$ cat src/rtl/mux_sel_sequencer.sv
// mux_sel_sequencer: plays a 4-step selector schedule into the output mux,
// holding each step's selector for a programmable number of ticks.
//
// state   | meaning
// --------+-----------------------------------------------------------
// S_IDLE  | stopped, sel forced to 00, waiting for start
// S_RUN   | prescaler and dwell counter running, sel = current step
// S_PAUSE | playback frozen, counters and outputs hold
// S_DONE  | one-cycle state after a one-shot schedule completes
module mux_sel_sequencer #(
   parameter int CLK_FREQ = 50000000,
   parameter int TICK_HZ  = 100,
   parameter int DWELL_W  = 8
) (
   input  logic               clk,
   input  logic               rst,
   input  logic               start,
   input  logic               stop,
   input  logic               pause,
   input  logic               loop_en,
   input  logic               cfg_we,
   input  logic [1:0]         cfg_addr,
   input  logic [1:0]         cfg_sel,
   input  logic [DWELL_W-1:0] cfg_dwell,
   output logic [1:0]         sel,
   output logic [1:0]         step,
   output logic               busy,
   output logic               done
);

   localparam int PRESC = CLK_FREQ / TICK_HZ;
   localparam int PW    = $clog2(PRESC);

   typedef enum logic [1:0] {S_IDLE, S_RUN, S_PAUSE, S_DONE} state_t;

   state_t               state_q, state_d;
   logic [PW-1:0]        presc_q, presc_d;
   logic [DWELL_W-1:0]   dcnt_q, dcnt_d;
   logic [DWELL_W-1:0]   dlat_q, dlat_d;
   logic [1:0]           sel_d, step_d;
   logic                 busy_d, done_d;
   logic [1:0]           tbl_sel   [4];
   logic [DWELL_W-1:0]   tbl_dwell [4];
   logic                 tick, last_tick;
   logic [DWELL_W-1:0]   dwell_end;
   logic [1:0]           next_step;

   // A latched dwell of 0 behaves like 1, so the last tick is at count 0.
   assign dwell_end = (dlat_q == '0) ? '0 : dlat_q - DWELL_W'(1);
   assign tick      = (presc_q == PW'(PRESC - 1));
   assign last_tick = tick && (dcnt_q == dwell_end);
   assign next_step = step + 2'd1;

   // Schedule table; writes land at the next edge and never touch the
   // already-latched dwell or the sel currently driven.
   always_ff @(posedge clk) begin
      if (rst) begin
         for (int i = 0; i < 4; i++) begin
            tbl_sel[i]   <= 2'(i);
            tbl_dwell[i] <= DWELL_W'(100);
         end
      end else if (cfg_we) begin
         tbl_sel[cfg_addr]   <= cfg_sel;
         tbl_dwell[cfg_addr] <= cfg_dwell;
      end
   end

   // State, counters and all outputs are registered here.
   always_ff @(posedge clk) begin
      if (rst) begin
         state_q <= S_IDLE;
         presc_q <= '0;
         dcnt_q  <= '0;
         dlat_q  <= '0;
         sel     <= 2'd0;
         step    <= 2'd0;
         busy    <= 1'b0;
         done    <= 1'b0;
      end else begin
         state_q <= state_d;
         presc_q <= presc_d;
         dcnt_q  <= dcnt_d;
         dlat_q  <= dlat_d;
         sel     <= sel_d;
         step    <= step_d;
         busy    <= busy_d;
         done    <= done_d;
      end
   end

   // Next-state and next-output decode; stop beats start beats pause.
   always_comb begin
      state_d = state_q;
      presc_d = presc_q;
      dcnt_d  = dcnt_q;
      dlat_d  = dlat_q;
      sel_d   = sel;
      step_d  = step;
      busy_d  = busy;
      done_d  = 1'b0;
      if (stop) begin
         state_d = S_IDLE;
         presc_d = '0;
         dcnt_d  = '0;
         sel_d   = 2'd0;
         step_d  = 2'd0;
         busy_d  = 1'b0;
      end else if (start && (state_q == S_IDLE || state_q == S_DONE)) begin
         state_d = S_RUN;
         presc_d = '0;
         dcnt_d  = '0;
         dlat_d  = tbl_dwell[0];
         sel_d   = tbl_sel[0];
         step_d  = 2'd0;
         busy_d  = 1'b1;
      end else begin
         case (state_q)
            S_IDLE: begin
               sel_d  = 2'd0;
               busy_d = 1'b0;
            end
            S_DONE: begin
               state_d = S_IDLE;
            end
            S_RUN: begin
               if (last_tick) begin
                  presc_d = '0;
                  dcnt_d  = '0;
                  if (step != 2'd3 || loop_en) begin
                     step_d = next_step;
                     sel_d  = tbl_sel[next_step];
                     dlat_d = tbl_dwell[next_step];
                  end else begin
                     state_d = S_DONE;
                     sel_d   = 2'd0;
                     step_d  = 2'd0;
                     busy_d  = 1'b0;
                     done_d  = 1'b1;
                  end
               end else if (tick) begin
                  presc_d = '0;
                  dcnt_d  = dcnt_q + DWELL_W'(1);
               end else begin
                  presc_d = presc_q + PW'(1);
               end
               // The cycle that sees pause still counts; freezing starts next.
               if (pause && state_d == S_RUN) state_d = S_PAUSE;
            end
            S_PAUSE: begin
               if (!pause) state_d = S_RUN;
            end
            default: state_d = S_IDLE;
         endcase
      end
   end

endmodule
$ cat config.mk
export PLATFORM = sky130hd
export DESIGN_NAME = mux_sel_sequencer
export DESIGN_NICKNAME = d
export VERILOG_FILES = /design/src/rtl/mux_sel_sequencer.sv
export SDC_FILE = /design/constraint.sdc
export NUM_CORES = 1
export LEC_CHECK = 0
export BUFFER_PORTS_ARGS = -buffer_cell sky130_fd_sc_hd__buf_2
export CORE_ASPECT_RATIO = 1.1
export CORE_MARGIN = 8
export CORE_UTILIZATION = 45
export DETAILED_ROUTE_END_ITERATION = 8
export PLACE_DENSITY_LB_ADDON = 0.2
export REMOVE_ABC_BUFFERS = 1
export SKIP_LAST_GASP = 1
export SYNTH_ARGS = -nofsm -noshare
export SYNTH_HDL_FRONTEND = slang
export SYNTH_SLANG_ARGS = --single-unit
$ cat constraint.sdc
create_clock -name clk -period 3.4 [get_ports clk]
set_input_delay 0.68 -clock clk [delete_from_list [all_inputs] [get_ports clk]]
set_output_delay 0.68 -clock clk [all_outputs]
set_load 0.01 [all_outputs]
* Word level (Yosys, flattened, before mapping) *
Memories as Yosys holds them, arrays and structs flattened.
Cells that the tools add are included.

operators by class
  add/subtract/negate cells = 4
  equal/unequal tests = 11
  multiplexer cells = 39
  bitwise operators = 3
  reductions and logical operators = 26

operators by type and width
  cell                                                  number
  2-to-1 mux 8 bit                                      8
  2-to-1 mux 19 bit                                     2
  2-to-1 mux 2 bit                                      14
  adder 19 x 1 -> 19 bit (second input constant)        1
  equality test 19 bit (second input constant)          1
  2-to-1 mux 1 bit                                      12
  AND reduction 2 bit                                   5
  inequality test 3 bit (second input constant)         3
  adder 8 x 1 -> 8 bit (second input constant)          1
  equality test 8 bit                                   1
  zero test 8 bit                                       1
  nonzero test 2 bit                                    4
  OR reduction 8 bit                                    1
  subtractor 8 x 1 -> 8 bit (second input constant)     1
  one-hot mux 2 bit (3 select lines)                    1
  nonzero test 3 bit                                    2
  OR reduction 5 bit                                    1
  equality test 2 x 1 -> 1 bit (second input constant)  2
  equality test 2 bit (second input constant)           2
  inequality test 2 bit (second input constant)         2
  one-hot mux 2 bit (2 select lines)                    1
  AND reduction 4 bit                                   1
  nonzero test 4 bit                                    1
  OR reduction 2 bit                                    2
  other kinds (8)                                       13

storage, ports and cells
  bits in registers = 43
  bits in writable memories = 40
  bits of input ports = 19
  output and inout port bits = 6
  word-level logic and storage cells = 94
  memories = 2

memories
  memory     depth  bits a word  read ports  clocked after memory_dff  write ports  RTL line  text
  tbl_dwell  4      8            2           0                         4            43        logic [DWELL_W-1:0] tbl_dwell [4];
  tbl_sel    4      2            2           0                         4            42        logic [1:0] tbl_sel [4];

* Longest topological paths before layout *
Gate-level depths: netlist of the first run.

  word-level depth = 13
  depth in mapped cells = 10
  gate-level depth less buffers = 9

* Worst setup path before layout of the first run *
OpenSTA, ideal clock, no wires.

  path type = reg2reg
  start point = reg dlat_q[2]
  end point = reg dlat_q[1]
  setup time = 0.122 ns
  arrival time = 2.665 ns
  data required time = 3.278 ns
  path slack = 0.613 ns
  cell stages (with the launch flop) = 11
  buffers on the path = 3
  clock period less this slack = 2.787 ns
  cells stage by stage = dfxtp_1 -> buf_6 -> or4_1 -> buf_2 -> o21a_1 -> or3_1 -> a32o_2 -> nor4_4 -> buf_6 -> nor4_1 -> a311o_1

between the ends
  word-level cells in the longest chain between the ends = 6

RTL lines
  item                                                          RTL line  text
  from (decl)                                                   39        logic [DWELL_W-1:0] dlat_q, dlat_d;
  from (signal assigned)                                        83        dlat_q <= dlat_d;
  subtractor 8 x 1 -> 8 bit or zero test 8 bit (tied branches)  49        assign dwell_end = (dlat_q == '0) ? '0 : dlat_q - DWELL_W'(1);
  2-to-1 mux 8 bit *                                            49
  equality test 8 bit *                                         51        assign last_tick = tick && (dcnt_q == dwell_end);
  logical AND 1 bit *                                           51
  nonzero test 2 bit (no line) *                                -
  AND reduction 4 bit (no line) *                               -

Every way passes the cells marked *; elsewhere a longest branch is shown, timed or not.
A chain may end at the register's enable or synchronous reset.

* Worst setup path in the final report of the first run *
  start point = reg dlat_q[0]
  end point = reg dlat_q[7]

Same word-level chain as after synthesis.

==> results of run 1 <==
==> how the worst max path moves through the flow <==
stage / depth (start not counted) / to / slack, ns
2_1_floorplan: 9 / dlat_q[7]$_SDFFE_PP0P_ / 0.50
3_3_place_gp: 10 / dlat_q[7]$_SDFFE_PP0P_ / 0.46
3_5_place_dp: 10 / dlat_q[7]$_SDFFE_PP0P_ / 0.38
4_1_cts: 10 / dlat_q[7]$_SDFFE_PP0P_ / 0.37
5_1_grt: 9 / busy$_SDFFE_PP0P_ / 0.10
6_report: 10 / dlat_q[7]$_SDFFE_PP0P_ / 0.36
==> tightest hold or removal path: cells and delay by family (launching register included) <==
family	cells	cell delay, ns
AOI/OAI and AO/OA	1	0.05
DFF	1	0.33
and+or+nand+nor	1	0.07
==> power breakdown <==
part | leakage, nW | switching [W] | internal (W)
Sequential | 0.740 | 0.0000276 | 0.00109
Combinational | 0.853 | 0.000156 | 0.000103
Clock | 0.0910 | 0.000341 | 0.000348
Total | 1.68 | 0.000525 | 0.00155
==> synthesized netlist by cell type, types with 3 or more instances <==
| master | number |
|---|---|
| nor2_1 | 47 |
| dfxtp_1 | 43 |
| edfxtp_1 | 40 |
| nand2_1 | 35 |
| and2_1 | 26 |
| a21oi_1 | 20 |
| nand2b_1 | 20 |
| xor2_1 | 16 |
| clkbuf_1 | 14 |
| nand3_1 | 14 |
| inv_1 | 10 |
| nand4_1 | 10 |
| ha_1 | 9 |
| nor3_1 | 9 |
| o21ai_0 | 9 |
| xnor2_1 | 9 |
| mux2_2 | 8 |
| nor4_1 | 8 |
| o22ai_1 | 8 |
| o32ai_1 | 8 |
| a311o_1 | 7 |
| or3_1 | 7 |
| and3_1 | 5 |
| nor3b_1 | 5 |
| nor4b_1 | 5 |
| a211oi_1 | 4 |
| or2_2 | 4 |
| a22oi_1 | 3 |
| buf_6 | 3 |
| nor2b_1 | 3 |
==> cell type report <==
cell class | instances | area (µm²)
Multi-Input combinational cell | 334 | 2200
Timing Repair Buffer | 34 | 195
Fill cell | 929 | 4870
Inverter | 10 | 37.5
Tap cell | 120 | 150
Clock buffer | 13 | 143
Sequential cell | 83 | 2060
Clock inverter | 3 | 42.5
==> stage by stage <==
step | utilization (%) | instances | hold slack, ns | setup WS, ns | power (W)
after floorplan | - | 427 | 0.454 | 0.503 | 0.00132
after global placement | 47.9 | 581 | 0.471 | 0.461 | 0.00140
after detailed placement | 47.9 | 581 | 0.482 | 0.377 | 0.00140
after CTS | 49.8 | 597 | 0.491 | 0.371 | 0.00209
after global routing | 49.8 | 597 | 0.501 | 0.103 | 0.00216
final | 49.8 | 597 | 0.490 | 0.357 | 0.00207
==> sequential cells by signal, summed over array words and instances, names as in the netlist <==
signal,count
tbl_dwell,32
presc_q,19
dcnt_q,8
dlat_q,8
tbl_sel,8
sel,2
state_q,2
step,2
busy,1
done,1
==> per-layer routing <==
layer | part of all wire, % | vias to the layer above | track usage, %
li1 | - | 1700 | -
met1 | 44 | 1612 | 16.0
met2 | 51 | 55 | 25.4
met3 | 2.7 | 19 | 2.40
met4 | 2.6 | 0 | 8.03
met5 | 0 | - | 0
==> kinds of logic (layout without fill, tap and decap cells) <==
| group | Yosys count | count (layout) |
|---|---|---|
| simple gates | 211 | 211 |
| mux | 11 | 11 |
| buf+inv | 32 | 60 |
| compound gates | 78 | 78 |
| fa+ha+maj | 9 | 9 |
| xor+xnor | 25 | 25 |
| flops | 83 | 83 |
==> summary.md, run 1 <==
| Metric | Value |
|---|---|
| Outcome | completed |
| Post-synth EDFFs | 40 |
| Setup TNS | 0 ns |
| CP Max Fanout | 16 |
| Crit Path Category | reg2reg |
| First-pass GRT wire length | 15.8 mm |
| Most common cell after layout, fill and taps aside | nor2_1 |
| Total of max-cap violations | 0 |
| Synth Area in XOR/XNOR | 4.96% |
| Worst IR Drop VDD | 0.215 mV |
| Total track usage | 14.3% |
| Synth area leader | edfxtp_1 |
| Hold buffer count at cts | 0 |
| Post-synthesis mux area share | approximately 3.3% |
| Leading cell types in the layout, fill and taps excluded | nor2_1 (47), dfxtp_1 (43), edfxtp_1 (40), nand2_1 (35), and2_1 (26) |
| 1st-iter DRT viols | 243 |
| Clk sink count | 83 |
| Congestion Overflow GR | 0 |
| Hold Path Class | reg2reg |
| Clock tree buffer depth | 2 |
| Warnings, synthesis | 0 |
| Drt wl/cell | 15.7 µm |
| Post-Syn Area | 4410 µm² |
| Post-DRT Antenna Nets | 0 |
| Vias in the first global route | ~3400 |
| Worst Setup End Kind | register |
| Adder-cell area share of the yosys netlist | 2.55% |
| Top_reg_cell synth | dfxtp_1 |
| Fraction of layout cells with a size suffix above 1 | 14.7% |
| Inserted Diodes | 0 |
| Async set-reset flop share out of synthesis | 0% |
| CTS clk-pin slew, worst paths | 0.08 ns |
| Final Critical Period | 3.04 ns |
| Mean post-synth cell area | slightly below 10 µm² |
| CTS tree | done |
| PD cells | 429 nW/µm² |
| Critical path's top delay family | simple AND/OR/NAND/NOR gates |
| Area of the die | 13200 µm² |
| Top cells by area, synth | edfxtp_1 (27%), dfxtp_1 (20%), nor2_1 (4.0%), and2_1 (3.7%), xor2_1 (3.2%) |
| PortBufs | 24 |
| Largest net degree at the start of global routing | 24 |
| TritonRoute pass-1 iters | 4 |
| Synth Area in Compound Gates | 12.6% |
| Reg2Reg Depth | 10 |
| Design area | 4830 µm² |
| WHS Path Cells | 2 |
| Largest family of logic cells by synthesized area | simple AND/OR/NAND/NOR gates |
| H-tree depth | 3 |
| Static Leak | between 1.5 and 2 nW |
| Die height | 120 µm |
| Post-synthesis sequential area ratio | 46.7% |
| Required time of the worst setup path | 3.64 ns |
| Detailed-route via count | 3386 |
| Worst-Margin Slew | 0.682 ns |
| Slowest stage delay, CP | approximately 0.46 ns |
| Crit path DAT | ~3.3 ns |
| Total wire length | 9.37 mm |
| Yosys cell types | 62 |
| Hold EP | presc_q[1]$_SDFFE_PP0P_ |
| Post-CTS Setup Inserts | 0 |
| Hold Crit Start | presc_q[1]$_SDFFE_PP0P_ |
| Worst R2R Setup Slack | 0.36 ns |
| Fin nets | 500 |
| Critical Path Start | dlat_q[0]$_SDFFE_PP0P_ |
| GPL Wtd Cong | 0.907 |
| Initial Util | ~45% |
| Clock latency on the worst-skew pair | 0.35 ns |
| Critical path startpoint category | register |
| #FFs+latches synth | 83 |
| Core outline area | 9700 µm² |
| Post-DR vias/cell | 5.67 |
| Final hold vios | 0 |
| Share of the synthesized area in the top cell type | 27.2% |
| RR Endpoint | dlat_q[7]$_SDFFE_PP0P_ |
| Detailed placement HPWL | 6.94 mm |
| Simple logic cell fraction of the synthesized area | 26.5% |
| CP Buf/Inv Count | 2 |
| RSZ-0062 raised after global routing | no |
| RR Startpoint | dlat_q[0]$_SDFFE_PP0P_ |
| Maximum operating frequency | 0.329 GHz |
| CP max-delay cell | nor3b_2 |
| TritonCTS buffer count | 9 |
| Slew headroom | 54.4% |
| Post-CTS sizing | 0 |
| Placed cell areas | 4650 µm² |
| Setup violators final | 0 |
| CTS root buffer | clkbuf_8 |
| Area delta synth->final | 9.50% |
| Final period util | 89.5% |
| Cell Chain, Critical Path | inv_1 -> ha_1 -> nor3b_2 -> nand2_1 -> or3_1 -> a32o_2 -> nor4_4 -> buf_4 -> nor4b_1 -> a311o_2 |
| Worst Clk Skew | 0.0129 ns |
| Initial antenna violation count | 0 |
| Io pins | 25 |
| Drt drc | 0 |
| Die width | 110 µm |
| Slew Viols, Final | 0 |
| Std cell rows | 38 |
| Mapped Cells | 449 |
Power figures use the tool's default switching activity.
==> run 2: changes to the inputs <==
--- a/config.mk
+++ b/config.mk
@@ -10,6 +10,7 @@
 export CORE_MARGIN = 8
 export CORE_UTILIZATION = 45
 export DETAILED_ROUTE_END_ITERATION = 8
+export MAX_ROUTING_LAYER = met4
 export PLACE_DENSITY_LB_ADDON = 0.2
 export REMOVE_ABC_BUFFERS = 1
 export SKIP_LAST_GASP = 1
==> summary.md, run 2 (synthesized netlist as in run 1, its figures left out) <==
| Metric | Value |
|---|---|
| Initial antenna violation count | 0 |
| Area delta synth->final | 9.47% |
| Setup TNS | 0 ns |
| Die width | between 100 and 150 µm |
| Crit path DAT | roughly 3.3 ns |
| Detailed placement HPWL | 7.05 mm |
| 1st-iter DRT viols | 175 |
| Io pins | 25 |
| Design area | about 4800 µm² |
| Most common cell after layout, fill and taps aside | nor2_1 |
| Required time of the worst setup path | approximately 3.6 ns |
| Fin nets | approximately 500 |
| Critical path startpoint category | register |
| TritonCTS buffer count | 9 |
| CP max-delay cell | nor3b_2 |
| Largest Register | tbl_dwell |
| Largest regs | tbl_dwell: 32 flops, presc_q: 19 flops |
| Post-CTS Setup Inserts | 0 |
| Fill cell instance count of the final layout | 948 |
| Worst Clk Skew | about 0.0063 ns |
| Setup violators final | 0 |
| TritonRoute pass-1 iters | 4 |
| Total track usage | 15.1% |
| Cell Chain, Critical Path | inv_1 -> ha_1 -> nor3b_2 -> nand2_1 -> or3_1 -> a32o_2 -> nor4_4 -> buf_4 -> nor4b_1 -> a311o_2 |
| Largest net degree at the start of global routing | 20 |
| H-tree depth | 3 |
| Final Critical Period | 3.05 ns |
| Final hold slack | 0.495 ns |
| Worst IR Drop VDD | 0.221 mV |
| Total of max-cap violations | 0 |
| Leading cell types in the layout, fill and taps excluded | nor2_1 (47), dfxtp_1 (43), edfxtp_1 (40), nand2_1 (35), and2_1 (26) |
| CTS clk-pin slew, worst paths | roughly 0.090 ns |
| Vias in the first global route | 3409 |
| Reg2Reg Depth | 10 |
| Crit Path Category | reg2reg |
| Area of the die | 13200 µm² |
| Hold buffer count at cts | 0 |
| Static Leak | ~1.7 nW |
| Clock tree buffer depth | 2 |
| Detailed-route via count | 3314 |
| PortBufs | 24 |
| Drt drc | 0 |
| Final hold vios | 0 |
| Drt wl/cell | 15.7 µm |
| Congestion Overflow GR | 0 |
| Slew headroom | 56.0% |
| Core outline area | 9700 µm² |
| Die height | 120 µm |
| Stages on worst setup path | 10 |
| CTS root buffer | clkbuf_8 |
| CP Max Fanout | 16 |
| Inserted Diodes | 0 |
| Slowest stage delay, CP | 0.45 ns |
| Outcome | completed |
| CTS tree | done |
| Std cell rows | 38 |
| Placed cell areas | 4660 µm² |
| Fraction of layout cells with a size suffix above 1 | 15.2% |
| WHS Path Cells | 2 |
| Worst-Margin Slew | 0.658 ns |
| Post-CTS sizing | 0 |
| PD cells | 415 nW/µm² |
| Maximum operating frequency | around 0.33 GHz |
| Post-DRT Antenna Nets | 0 |
| GPL Wtd Cong | between 0.8 and 0.9 |
| Clk sink count | 83 |
| Slew Viols, Final | 0 |
| RSZ-0062 raised after global routing | no |
| First-pass GRT wire length | 16.3 mm |
| Critical path's top delay family | simple AND/OR/NAND/NOR gates |
| Final period util | 89.7% |
| Worst Setup End Kind | register |
| Initial Util | 45.5% |
| CP Buf/Inv Count | 2 |
| Hold Path Class | reg2reg |
| Clock latency on the worst-skew pair | ~0.35 ns |
| Total wire length | 9.42 mm |
| Max reg flops | 32 |
| Post-DR vias/cell | 5.53 |
[run 2: cell types whose count changed in the layout (fill, tap and decap cells not counted), sizes merged]
cell      change
buf           +2
bufinv        -1
clkbuf        -4
clkinv        +4
clkinvlp      +1
[run 2: worst reg2reg max path: stages (launching register included)]
cell and delay [ns]:
dfxtp_1 0.36, inv_1 0.11, ha_1 0.30, nor3b_2 0.45
nand2_1 0.13, or3_1 0.33, a32o_2 0.33, nor4_4 0.27
buf_4 0.24, nor4b_1 0.08, a311o_2 0.34
[run 2: routing by layer]
layer	vias to the layer above	GRT usage [%]	wire length, µm
li1	1699	-	-
met1	1543	17.3	4300
met2	64	26.0	4800
met3	8	2.89	246
met4	0	5.07	80
met5	-	-	0
[run 2: where the power goes]
| group | total [W] | internal [W] | switching [W] |
|---|---|---|---|
| Clock | 0.000623 | 0.000261 | 0.000362 |
| Combinational | 0.000261 | 0.000105 | 0.000157 |
| Sequential | 0.00112 | 0.00109 | 0.0000271 |
[run 2: worst paths after layout]
path | start | end | slack (ns)
min | presc_q[1]$_SDFFE_PP0P_ | presc_q[1]$_SDFFE_PP0P_ | 0.50
max | dlat_q[0]$_SDFFE_PP0P_ | dlat_q[7]$_SDFFE_PP0P_ | 0.35
min reg2reg | presc_q[1]$_SDFFE_PP0P_ | presc_q[1]$_SDFFE_PP0P_ | 0.50
max reg2reg | dlat_q[0]$_SDFFE_PP0P_ | dlat_q[7]$_SDFFE_PP0P_ | 0.35
[run 2: cell type report]
cell class | instances | area (µm²) | area share, %
Clock buffer | 9 | 124 | 2.56
Sequential cell | 83 | 2060 | 42.7
Clock inverter | 7 | 45.0 | 0.932
Tap cell | 120 | 150 | 3.11
Timing Repair Buffer | 36 | 210 | 4.35
Inverter | 10 | 37.5 | 0.777
Multi-Input combinational cell | 334 | 2200 | 45.6
[run 2: through the flow]
step	instances	total power, W	utilization [%]	worst slack, ns
floorplan	427	0.00132	-	0.503
detailed placement	583	0.00141	48.1	0.400
finish	599	0.00201	49.8	0.350
global route	599	0.00209	49.8	0.0622
CTS	599	0.00203	49.8	0.357
global placement	583	0.00140	48.1	0.453
